===== src/rtl/cp0_exc_ctrl_pkg.sv =====
// cp0_defs: shared CP0 exception-control constants, encodings and FSM state type
package cp0_defs;
   localparam logic [4:0] EXC_INT = 5'd0;
   localparam logic [4:0] EXC_SYS = 5'd8;
   localparam logic [4:0] EXC_RI = 5'd10;
   localparam logic [4:0] EXC_OV = 5'd12;
   localparam logic [4:0] REG_STA = 5'd12;
   localparam logic [4:0] REG_CAU = 5'd13;
   localparam logic [4:0] REG_EPC = 5'd14;
   localparam logic [1:0] SEL_NPC = 2'd0;
   localparam logic [1:0] SEL_EPC = 2'd1;
   localparam logic [1:0] SEL_HND = 2'd2;
   localparam logic [1:0] MF_ALU = 2'd0;
   localparam logic [1:0] MF_STA = 2'd1;
   localparam logic [1:0] MF_CAU = 2'd2;
   localparam logic [1:0] MF_EPC = 2'd3;
   localparam logic [31:0] HANDLER_ADDR = 32'h0000_0004;
   typedef enum logic [1:0] {IDLE, ACK, WAIT_LOW} exc_state_e;
   function automatic logic [31:0] cause_word(input logic [4:0] code);
      return {25'b0, code, 2'b0};
   endfunction
endpackage


===== src/rtl/cp0_exc_ctrl_sync_bit.sv =====
// sync_bit: multi-flop synchronizer for one asynchronous level
module sync_bit #(
   parameter int STAGES = 2
) (
   input  logic clk,
   input  logic rst,
   input  logic d,
   output logic q
);
   logic [STAGES-1:0] sync_q;
   // shift the raw level through the synchronizer chain
   always_ff @(posedge clk or negedge rst)
      if (!rst) sync_q <= '0;
      else sync_q <= {sync_q[STAGES-2:0], d};
   assign q = sync_q[STAGES-1];
endmodule


===== src/rtl/cp0_exc_ctrl.sv =====
// cp0_exc_ctrl: exception/interrupt arbitration, CP0 write control and interrupt handshake
module cp0_exc_ctrl
   import cp0_defs::*;
#(
   parameter int SYNC_STAGES = 2
) (
   input  logic        clk,
   input  logic        rst,
   input  logic        intr,
   output logic        intr_ack,
   input  logic [31:0] sta,
   input  logic        ex_valid,
   input  logic        stall,
   input  logic        ex_syscall,
   input  logic        ex_unimpl,
   input  logic        ex_eret,
   input  logic        ex_mfc0,
   input  logic        ex_mtc0,
   input  logic        ex_ov,
   input  logic [4:0]  ex_rd,
   output logic        exc,
   output logic        inta,
   output logic        wsta,
   output logic        wcau,
   output logic        wepc,
   output logic        mtc0,
   output logic [1:0]  mfc0,
   output logic [1:0]  selpc,
   output logic [31:0] cause,
   output logic        flush
);
   logic intr_s, commit, ev_ov, ev_ri, ev_sys, ev_int, take, take_int;
   logic [4:0] code;
   exc_state_e state_q, state_d;
   logic unused_sta;
   assign unused_sta = ^{sta[31:4], ex_mfc0};
   sync_bit #(.STAGES(SYNC_STAGES)) u_sync (.clk(clk), .rst(rst), .d(intr), .q(intr_s));
   assign commit = ex_valid & ~stall;
   assign ev_ov = commit & ex_ov & sta[3];
   assign ev_ri = commit & ex_unimpl & sta[2];
   assign ev_sys = commit & ex_syscall & sta[1];
   assign ev_int = ~stall & intr_s & sta[0] & (state_q == IDLE) & ~ex_eret & ~ex_mtc0;
   assign take = ev_ov | ev_ri | ev_sys | ev_int;
   assign take_int = ev_int & ~(ev_ov | ev_ri | ev_sys);
   assign code = ev_ov ? EXC_OV : ev_ri ? EXC_RI : ev_sys ? EXC_SYS : EXC_INT;
   // handshake state register
   always_ff @(posedge clk or negedge rst)
      if (!rst) state_q <= IDLE;
      else state_q <= state_d;
   // handshake: ack a taken interrupt until the synced level falls, then one cooldown cycle
   always_comb begin
      state_d = state_q;
      case (state_q)
         IDLE:     state_d = take_int ? ACK : IDLE;
         ACK:      state_d = intr_s ? ACK : WAIT_LOW;
         default:  state_d = IDLE;
      endcase
   end
   // acknowledge is held only while in ACK
   always_comb intr_ack = state_q == ACK;
   // CP0 controls: exception beats ERET beats MTC0; reset forces everything low
   always_comb begin
      exc = 1'b0;
      inta = 1'b0;
      wsta = 1'b0;
      wcau = 1'b0;
      wepc = 1'b0;
      mtc0 = 1'b0;
      selpc = SEL_NPC;
      cause = '0;
      flush = 1'b0;
      mfc0 = !rst ? MF_ALU : ex_rd == REG_STA ? MF_STA : ex_rd == REG_CAU ? MF_CAU :
             ex_rd == REG_EPC ? MF_EPC : MF_ALU;
      if (!rst) begin
      end else if (take) begin
         {exc, wsta, wcau, wepc, flush} = '1;
         inta = ~(ev_ov | ev_ri);
         selpc = SEL_HND;
         cause = cause_word(code);
      end else if (commit & ex_eret) begin
         wsta = 1'b1;
         flush = 1'b1;
         selpc = SEL_EPC;
      end else if (commit & ex_mtc0) begin
         mtc0 = 1'b1;
         wsta = ex_rd == REG_STA;
         wcau = ex_rd == REG_CAU;
         wepc = ex_rd == REG_EPC;
      end
   end
endmodule

===== config.mk =====
export PLATFORM = sky130hd
export DESIGN_NAME = cp0_exc_ctrl
export DESIGN_NICKNAME = d
export VERILOG_FILES = /design/src/rtl/cp0_exc_ctrl_pkg.sv /design/src/rtl/cp0_exc_ctrl_sync_bit.sv /design/src/rtl/cp0_exc_ctrl.sv
export SDC_FILE = /design/constraint.sdc
export NUM_CORES = 1
export LEC_CHECK = 0
export BUFFER_PORTS_ARGS = -buffer_cell sky130_fd_sc_hd__buf_2
export CORE_MARGIN = 2
export CORE_UTILIZATION = 26
export DETAILED_ROUTE_END_ITERATION = 10
export GPL_ROUTABILITY_DRIVEN = 0
export PLACE_DENSITY_LB_ADDON = 0.1
export SLEW_MARGIN = 40
export SYNTH_ARGS = -nofsm -noshare
export SYNTH_HDL_FRONTEND = slang
export SYNTH_SLANG_ARGS = --single-unit

===== constraint.sdc =====
create_clock -name clk -period 1.23 [get_ports clk]
set_input_delay 0.123 -clock clk [delete_from_list [all_inputs] [get_ports clk]]
set_output_delay 0.123 -clock clk [all_outputs]
set_load 0.1 [all_outputs]

==> metrics <==
status=finished with violations; failing checks=negative setup slack; Clock Latency Late Sink=0.24 ns; relative slew slack=0.623; fillers=192; synth top area cells=buf_4 38%, dfrtp_1 17%, nand2_1 5.7%, nand4b_1 4.4%, nor2b_1 4.2%; Initial Util=0.272; post-synth top area cell=buf_4; critical path fanouts, max=6; min Tclk post-route=1.73 ns; Placeable Area=2170 um2; drt pass-1 iters=2; Unique masters post-synth=27; dpl ws=-0.253 ns; RR Startpoint=state_q[0]; H-tree levels=1; R2R depth=4; final setup violation count=10; Fin. Hold Viols=0; commonest non-fill, non-tap cell in the layout=conb_1; Vias=653; # rows=17; r2r endpoint=state_q[0]; M2 GR Usage=0.224; LEAKAGE=0.651 nW; Worst Path Class, Setup=flop to output port; Layout Utilization=0.611; Max Cap Violations=0; Reg2Reg Setup Slack=0.06 ns; setup bufs post-CTS=0; number of port buffers=33; Die Footprint=2670 um2; ys flop type=dfrtp_1; wire length per cell=10.0 um; share of cells above drive strength 1=0.612; routed wire length=1630 um; Avg Cell Area, Syn=7.67 um2; period utilisation layout=1.41; CTS Buffer Depth=2; CTS tree=built; synthesis-stage register bit count=4; die height=51.7 um; clock root buffer=clkbuf_4; grt ovf=0; end of the critical path=flush; CP arrival=1.61 ns; worst endpoint required time=1.11 ns; worst slew pin tran=0.566 ns; Seq/Total Area, Yosys=0.169; max-slew violations=0; CP Launch Point=u_sync.sync_q[1]; CTS buffer count=3; post-DP HPWL=1470 um; Post-synth EDFFs=0; worst vdd ir=0.000676 V; drt via density=4.03; antenna cells=0; most frequent cells in the layout=29 x conb_1, 20 x buf_4, 15 x buf_2, 15 x buf_12, 6 x nand2_1; CTS clk-pin slew, worst paths=0.04 ns; busiest layer in global routing=met2; initial DRC count=2; initial antenna violation count=0; vias in the first global route=617; chip width=51.7 um; Synth top area share=0.381; Ys Warns=0; setup ws final=-0.499 ns; antenna viol nets, final=0; Post-Synthesis Cell Area=591 um2; grt met3 use=0.0201; # IOs=92; Async SR Flop Fraction=1.00; met1 track utilization from global routing=0.162; PwrDens=838 nW/um2; clk sinks=4; RSZ-0062 raised after global routing=yes; aggregate global-route resource usage=0.131; clk_skew=0.00628 ns; HP Class=input pin to flop; fmax=579 MHz; largest net degree at the start of global routing=7; fin nets=184; Post-Syn Instances=77; endpoint class of the critical path=output port; global-route wire length before repair=2640 um; Area Overhead vs Synth=125%; CP Launch Type=flop; # DRC=0
==> cell type report <==
type,count,area [um2],area share
clock buffer,3,22.5,0.0170
inverter,1,3.75,0.00283
multi-input combinational,70,574,0.433
sequential,4,100,0.0755
tap,28,35.0,0.0264
timing repair buffer,56,591,0.445
==> cells in the mapped netlist, drive strengths merged (2+ instances only) <==
master	number
dfrtp	4
o21ai	2
nand2	9
nand3	4
buf	30
nor2	2
nand4b	3
and4b	2
nor2b	4
==> timing repair <==
action | in CTS | in global routing
cloned | 0 | 0
setup endpoints to repair | 10 | 12
hold buffers | 2 | 0
resized for setup | 7 | 1
endpoints found under the hold margin | 5 | 0
pin swaps | 5 | 2
==> logic make-up after synthesis <==
logic type	Yosys count	synth area share
xor gates and xnor gates	1	0.0148
and+or+nand+nor	33	0.341
buffers and inverters	31	0.388
other	1	0.00635
AOI/OAI and AO/OA	7	0.0805
DFF	4	0.169
==> flip-flops by register name, indices dropped and copies added, names as in the netlist <==
| name | cells |
|---|---|
| state_q | 2 |
| u_sync.sync_q | 2 |
==> worst max-delay path: stages, from the launching register on <==
cell and delay [ns]:
dfrtp_1 0.37, nor2b_4 0.14, a32oi_4 0.52, nand2_2 0.13, buf_12 0.19
==> power breakdown <==
part,total (mW),internal (mW),switching [mW]
Sequential,0.140,0.137,0.00297
Clock,0.169,0.110,0.0599
Combinational,0.801,0.181,0.620
==> metal layers <==
layer	share of wire	routed length, um
met5	0	0
met4	0	0
met2	0.54	886
met3	0.068	110
met1	0.39	630
==> metrics by stage <==
stage / cells / power [mW] / area (um2) / hold slack, ns / setup TNS, ns
2_1_floorplan: 105 / 0.818 / 902 / -0.173 / -3.72
3_3_place_gp: 157 / 0.924 / 1250 / 0.197 / -1.86
3_5_place_dp: 157 / 0.928 / 1250 / 0.205 / -1.90
4_1_cts: 162 / 1.12 / 1320 / 0.307 / -3.99
5_1_grt: 162 / 1.15 / 1330 / 0.315 / -4.65
6_report: 162 / 1.11 / 1330 / 0.316 / -3.86
==> how the worst min path moves through the flow <==
stage,startpoint,cells after the start,end,slack [ns]
after CTS,sta[0],4,state_q[0],0.31
after detailed placement,rst,3,u_sync.sync_q[1],0.21
after floorplan,rst,0,state_q[0],-0.17
after global placement,rst,3,u_sync.sync_q[0],0.20
after global routing,sta[0],4,state_q[0],0.32
final,sta[0],4,state_q[0],0.32
(Power assumes the default switching activity.)
